==> config.mk <==
export PLATFORM = sky130hd
export DESIGN_NAME = fp_div_ctrl
export DESIGN_NICKNAME = d
export VERILOG_FILES = /design/src/rtl/fp_div_ctrl_pkg.sv /design/src/rtl/fp_div_ctrl_fflags_acc.sv /design/src/rtl/fp_div_ctrl.sv
export SDC_FILE = /design/constraint.sdc
export NUM_CORES = 1
export LEC_CHECK = 0
export CAP_MARGIN = 40
export CORE_MARGIN = 3
export CORE_UTILIZATION = 37
export CTS_BUF_LIST = sky130_fd_sc_hd__clkbuf_4 sky130_fd_sc_hd__clkbuf_8 sky130_fd_sc_hd__clkbuf_16
export DETAILED_ROUTE_END_ITERATION = 10
export PLACE_DENSITY_LB_ADDON = 0.08
export SETUP_SLACK_MARGIN = 0.5
export SYNTH_ARGS = -nofsm -noshare
export SYNTH_HDL_FRONTEND = slang
export SYNTH_HIERARCHICAL = 1
export SYNTH_SLANG_ARGS = --single-unit
==> constraint.sdc <==
create_clock -name clk -period 1.4 [get_ports clk]
set_input_delay 0.28 -clock clk [delete_from_list [all_inputs] [get_ports clk]]
set_output_delay 0.28 -clock clk [all_outputs]
set_load 0.02 [all_outputs]
==> src/rtl/fp_div_ctrl_pkg.sv <==
// fp_div_ctrl_pkg: shared FPU divider-control types, rounding modes, flag indices
package fp_div_ctrl_pkg;
   typedef enum logic [1:0] {IDLE, WAIT, HOLD} state_t;
   localparam logic [2:0] RNE = 3'b000;
   localparam logic [2:0] RZ = 3'b001;
   localparam logic [2:0] RD = 3'b010;
   localparam logic [2:0] RU = 3'b011;
   localparam logic [2:0] RNA = 3'b100;
   localparam logic [2:0] DYN = 3'b111;
   localparam logic [31:0] CANON_NAN = 32'h7FC0_0000;
   localparam int INV = 4;
   localparam int DZ = 3;
   localparam int OV = 2;
   localparam int UN = 1;
   localparam int NX = 0;
   function automatic logic [2:0] resolve_rm(input logic [2:0] rm, input logic [2:0] frm);
      return rm == DYN ? frm : rm;
   endfunction
   function automatic logic rm_legal(input logic [2:0] rm);
      return rm inside {RNE, RZ, RD, RU, RNA};
   endfunction
endpackage

==> src/rtl/fp_div_ctrl_fflags_acc.sv <==
// fflags_acc: sticky exception-flag register; a clear in the same clock as a set keeps only the new flags
module fflags_acc #(
   parameter int N = 5
) (
   input  logic         clk,
   input  logic         rst,
   input  logic         set,
   input  logic         clr,
   input  logic [N-1:0] flags,
   output logic [N-1:0] fflags
);
   always_ff @(posedge clk or negedge rst)
      if (!rst) fflags <= '0;
      else if (set || clr) fflags <= (clr ? '0 : fflags) | (set ? flags : '0);
endmodule

==> src/rtl/fp_div_ctrl.sv <==
// fp_div_ctrl: issues one divide at a time to a fixed-latency divider and retires result plus sticky flags
module fp_div_ctrl
   import fp_div_ctrl_pkg::*;
#(
   parameter int W = 32,
   parameter int LAT = 4
) (
   input  logic         clk,
   input  logic         rst,
   input  logic         req_valid,
   output logic         req_ready,
   input  logic [W-1:0] req_a,
   input  logic [W-1:0] req_b,
   input  logic [2:0]   req_rm,
   input  logic [2:0]   frm,
   output logic [W-1:0] div_in1,
   output logic [W-1:0] div_in2,
   output logic [2:0]   div_round_m,
   output logic         div_act,
   input  logic [W-1:0] div_out,
   input  logic         div_ov,
   input  logic         div_un,
   input  logic         div_inv,
   input  logic         div_dz,
   input  logic         div_nx,
   output logic         rsp_valid,
   input  logic         rsp_ready,
   output logic [W-1:0] rsp_result,
   output logic [4:0]   rsp_flags,
   output logic [4:0]   fflags,
   input  logic         fflags_clr,
   output logic         busy
);
   localparam int CW = $clog2(LAT);
   state_t state, state_n;
   logic [CW-1:0] cnt;
   logic [2:0] rm_res;
   logic legal, accept, done, capture;
   logic [4:0] new_flags;
   always_comb begin
      rm_res = resolve_rm(req_rm, frm);
      legal = rm_legal(rm_res);
      req_ready = rst && state == IDLE;
      accept = req_valid && req_ready;
      done = state == WAIT && cnt == '0;
      capture = done || (accept && !legal);
      new_flags = '0;
      new_flags[INV] = done ? div_inv : 1'b1;
      new_flags[DZ] = done && div_dz;
      new_flags[OV] = done && div_ov;
      new_flags[UN] = done && div_un;
      new_flags[NX] = done && div_nx;
      div_act = state == WAIT;
      rsp_valid = state == HOLD;
      busy = state != IDLE;
      state_n = state;
      case (state)
         IDLE: state_n = accept ? (legal ? WAIT : HOLD) : IDLE;
         WAIT: state_n = done ? HOLD : WAIT;
         HOLD: state_n = rsp_ready ? IDLE : HOLD;
         default: state_n = IDLE;
      endcase
   end
   always_ff @(posedge clk or negedge rst)
      if (!rst) begin
         state <= IDLE;
         cnt <= '0;
         div_in1 <= '0;
         div_in2 <= '0;
         div_round_m <= '0;
         rsp_result <= '0;
         rsp_flags <= '0;
      end else begin
         state <= state_n;
         if (accept) begin
            div_in1 <= req_a;
            div_in2 <= req_b;
            div_round_m <= rm_res;
            cnt <= CW'(LAT - 1);
         end else if (state == WAIT) cnt <= cnt - CW'(1);
         if (capture) begin
            rsp_result <= done ? div_out : W'(CANON_NAN);
            rsp_flags <= new_flags;
         end
      end
   fflags_acc #(.N(5)) u_acc (
      .clk(clk),
      .rst(rst),
      .set(capture),
      .clr(fflags_clr),
      .flags(new_flags),
      .fflags(fflags)
   );
endmodule

# --- Word level (Yosys, flattened, before mapping) ---
# Index checks and enable logic that the tools add are counted.
word_totals:
  ff_bits: 113
  in_bits: 112
  output_inout_bits: 113
  wordCells: 46
classes:
  add_sub_neg: 1
  eq_ne: 7
  mux: 12
  n_bitwise: 1
  n_reduce_logical: 17
op_table:
  columns: ["operator", "count"]
  rows:
  - ["32-bit 2-to-1 mux", 1]
  - ["2-bit 2-to-1 mux", 6]
  - ["5-bit 2-to-1 mux", 2]
  - ["1-bit logical AND", 8]
  - ["3-bit by 2-bit equality test with 1-bit output (second input constant)", 2]
  - ["3-bit equality test (second input constant)", 2]
  - ["2-bit one-hot mux with 3 select lines", 1]
  - ["5-bit OR", 1]
  - ["5-bit nonzero test", 1]
  - ["2-bit zero test", 2]
  - ["2-bit nonzero test", 2]
  - ["3-bit by 1-bit equality test with 1-bit output (second input constant)", 1]
  - ["3-bit zero test", 1]
  - ["3-bit 2-to-1 mux", 1]
  - ["2-bit by 1-bit equality test with 1-bit output (second input constant)", 1]
  - ["2-bit equality test (second input constant)", 1]
  - ["1-bit logical OR", 2]
  - ["2-bit by 1-bit subtractor with 2-bit output (second input constant)", 1]
  - ["1-bit zero test", 1]
  - ["1-bit 2-to-1 mux", 1]

# --- Longest topological paths before layout ---
logic_depth:
  ltp_word: 9
  mapped_depth: 8
  ltp_nobuf: 6

# --- Cells and area by module ---
# Netlist, hierarchy kept.
by_module_without_submodules:
  columns: ["mod", "instances", "cells_per_inst", "area_per_inst_um2", "seq_area_each_um2"]
  rows:
  - ["fp_div_ctrl", 1, 472, 4423.0, 2702.6]
  - ["fflags_acc", 1, 20, 187.7, 125.1]

# --- Worst setup path after synthesis ---
# Ideal clock, no wire load.
synth_path:
  path_kind: "reg-to-output"
  from: "reg state[1]"
  to: "out req_ready"
  arrival_ps: 1140
  t_required_ps: 1120
  path_slack_ps: -20
  path_stages_with_launch: 4
  n_path_buf: 1
  path_cell_list: "dfrtp_1 > buf_6 > or2_2 > nor2_1"
synth_via:
  elab_chain_len: 2
synth_rtl:
  columns: ["item", "line", "source"]
  rows:
  - ["start, declared", "fp_div_ctrl.sv:35", "state_t state, state_n;"]
  - ["start signal, assigned", "fp_div_ctrl.sv:74", "state <= state_n;"]
  - ["2-bit zero test", "fp_div_ctrl.sv:43", "req_ready = rst && state == IDLE;"]
  - ["1-bit logical AND", "fp_div_ctrl.sv:43", null]
  - ["end, declared", "fp_div_ctrl.sv:11", "output logic req_ready,"]
# Every way passes these cells.

# --- Final worst setup path ---
layout_path:
  from: "reg state[1]"
  to: "reg div_in2[13]"
layout_via:
  elab_chain_len: 3
layout_rtl:
  columns: ["item", "line", "source"]
  rows:
  - ["2-bit zero test", "fp_div_ctrl.sv:43", null]
  - ["1-bit logical AND", "fp_div_ctrl.sv:43", null]
  - ["1-bit logical AND", "fp_div_ctrl.sv:44", "accept = req_valid && req_ready;"]
  - ["end signal, assigned", "fp_div_ctrl.sv:77", "div_in2 <= req_b;"]
  - ["end, declared", "fp_div_ctrl.sv:17", "output logic [W-1:0] div_in2,"]
# Every way passes these cells.
# A chain may end at the register's enable or synchronous reset.

==> results.md <==
* Via count at 4,776
* Io pins at 225
* CTS tree: yes
* Max cap viols at 0
* Fill cells at 692
* Clk_skew at 6.529 ps
* Outcome: complete, but fails checks
* Total Wirelength at 16,990 um
* I/O Buffers at 224
* Leak at 0.004797 uW
* Ys flop type: dfrtp_1
* Synth top area share at 61.33%
* First-pass detailed-route iteration total at 4
* Critical path launch point type: flip-flop
* Bufs on Longest Clock Path at 2
* Core area at 12,110 um2
* Post-DRT Antenna Nets at 0
* Ys Warns at 6
* Crit path max fanout at 9
* Power Density at 2163 nW/um2
* Worst R2R Path Depth at 8
* Slowest cell on the critical path: dfrtp_1
* Fmax at 0.6450 GHz
* First-pass GRT wire length at 26,020 um
* Final Non-Filler Cells at 1,025
* Worst r2r dst: div_in2[13]
* Fin util at 81.96%
* Initial Util at 38.07%
* Critical Path AT at 1890 ps
* Max_slew headroom at 55.85%
* Die Ht at 117.6 um
* Synth area leaders: dfrtp_1 (61%), nand2_1 (20%), o21ai_2 (3.8%)
* Rows at 40
* Vias in the first global route at 4,998
* Initial antenna violation count at 0
* CP Launch Point: state[1]
* Mean area per synthesized cell at 9.371 um2
* Total negative setup slack at -11,650 ps
* Initial DRC Count at 219
* Crit path to: div_in2[13]
* Synth Instances at 492
* Tcrit/Tclk final at 110.7%
* Share of cells above drive strength 1 at 52.98%
* GRT Util Overall at 23.75%
* Synth Register Bits at 113
* Dpl hpwl at 9535 um
* Worst path required time at 1740 ps
* CTS Sinks at 113
* Crit-path cells: buf_4 > and4bb_4 > buf_12 > buf_12 > buf_12 > buf_16 > nand2_1 > nand2_1
* Total grt overflow at 0
* Unique masters post-synth at 30
* Clk Latency, worst-skew pair at 410 ps
* Nets at 957
* Drt via density at 4.660
* Crit path kind: flip-flop to flip-flop
* Hold Vio Cnt, Final at 0
* Synth Cell Area at 4611 um2
* CTS root buf: clkbuf_16
* RR Startpoint: state[1]
* Final setup fails at 115
* Wire per inst at 16.57 um
* Dpl cell area at 7283 um2
* WP buf/inv at 5
* Critical path's top delay family: buffers and inverters
* Area delta synth->final at 115.3%
* Clock slew seen by the registers of the worst setup and hold paths at 50 ps
* Crit end category: flip-flop
* Failing checks: setup timing
* Reg2reg setup slack at -150 ps
* RSZ-0062 raised after global routing: true
* Final total power at 21,470 uW
* Die Wd at 117.6 um
* Hold Path Class: primary input to async pin
* Peak supply drop at 1279 uV
* H-tree depth at 4
* PnR worst setup slack at -150.4 ps
* Drt drc at 0
* Die area at 13,840 um2
* Final Max Tran Viols at 0
* Ant diodes at 0
* Syn Nets at 605
* Tmin final at 1550 ps
* Synth area leader: dfrtp_1
* Fin area at 9927 um2
* Largest net degree at the start of global routing at 52
* Seq/Total Area, Yosys at 61.33%
* RePlAce Congestion at 0.7917
* Crit-path most repeated cell: buf_12
* Async SR Flop Fraction at 100.0%
* Post-synth EDFFs at 0
* Max incr delay on CP at 370 ps
* Slew @ Worst Pin at 662.2 ps
* Critical path depth at 8
* Placed cells at 883
* Num CTS Buffers at 17
## power breakdown
group | internal [uW] | leakage [uW] | switching [uW] | total (uW)
Sequential | 4650 | 0.00140 | 1130 | 5780
Combinational | 6210 | 0.00309 | 5070 | 11300
Clock | 2960 | 0.000299 | 1450 | 4410
Total | 13800 | 0.00480 | 7650 | 21500
## cells in the mapped netlist (all sizes together) (2+ instances only)
library cell  number
a21oi              9
a31o               4
and2               4
buf               22
clkbuf             5
dfrtp            113
inv               10
nand2            251
nand2b             2
nor2              20
nor2b              2
o21a               3
o21ai             34
## placed cells by master (no fill, tap or decap), types with 18 or more instances in the layout
master / count
buf_12: 24
buf_4: 86
buf_6: 118
clkbuf_16: 18
clkdlybuf4s50_1: 110
dfrtp_1: 113
nand2_1: 143
nand2_2: 77
nand2_4: 31
o21ai_2: 27
## how the worst min path moves through the flow
stage                          end  start  cells past startpoint  slack [ps]
floorplan                   cnt[0]    rst                      0         -20
global placement     rsp_result[4]    rst                      2         310
detailed placement  rsp_result[12]    rst                      2         320
CTS                 rsp_result[27]    rst                      2          70
global route        rsp_result[24]    rst                      2         110
finish              rsp_result[24]    rst                      2          70
## kinds of logic after synthesis
kind of cell,share of synthesized area (%)
buffers and inverters,4.831
DFF,61.33
xor gates and xnor gates,0.1900
AOI/OAI and AO/OA,9.145
adders and majority gates,0.2713
and+or+nand+nor,24.23
## per-layer routing
layer  track usage (%)  up-vias  share of wire, %
met5                 0        -                 0
li1                  -     2254                 -
met1             27.22     2295                38
met3             8.025       36               7.0
met2             40.42      191                52
met4             10.33        0               2.6
## registers in the layout, indices dropped and copies added, names as in the netlist
register,cells
rsp_flags,5
div_round_m,3
div_in2,32
u_acc/fflags,5
state,2
div_in1,32
cnt,2
rsp_result,32
## through the flow
stage | setup WS [ps] | hold slack, ps
2_1_floorplan | 64.02 | -15.59
3_3_place_gp | -289.0 | 311.6
3_5_place_dp | -325.7 | 315.2
4_1_cts | -158.2 | 69.55
5_1_grt | -203.1 | 110.5
6_report | -150.4 | 66.87
## what timing repair did
item	4_1_cts	5_1_grt
pin swaps	82	47
hold endpoints to repair	17	0
setup buffers	44	48
resized for setup	777	90
cloned	16	1
hold buffers	1	0
setup endpoints to repair	226	226
## area by class of cell
cell class	instances	area (um2)	share of cell area, %
multi-input combinational	342	2146	21.62
tap	168	210.2	2.117
sequential	113	2828	28.48
clock inverter	10	132.6	1.336
timing repair buffer	360	4091	41.21
inverter	10	37.54	0.3781
clock buffer	22	481.7	4.853
No activity file was read; power rests on OpenSTA's default activity.
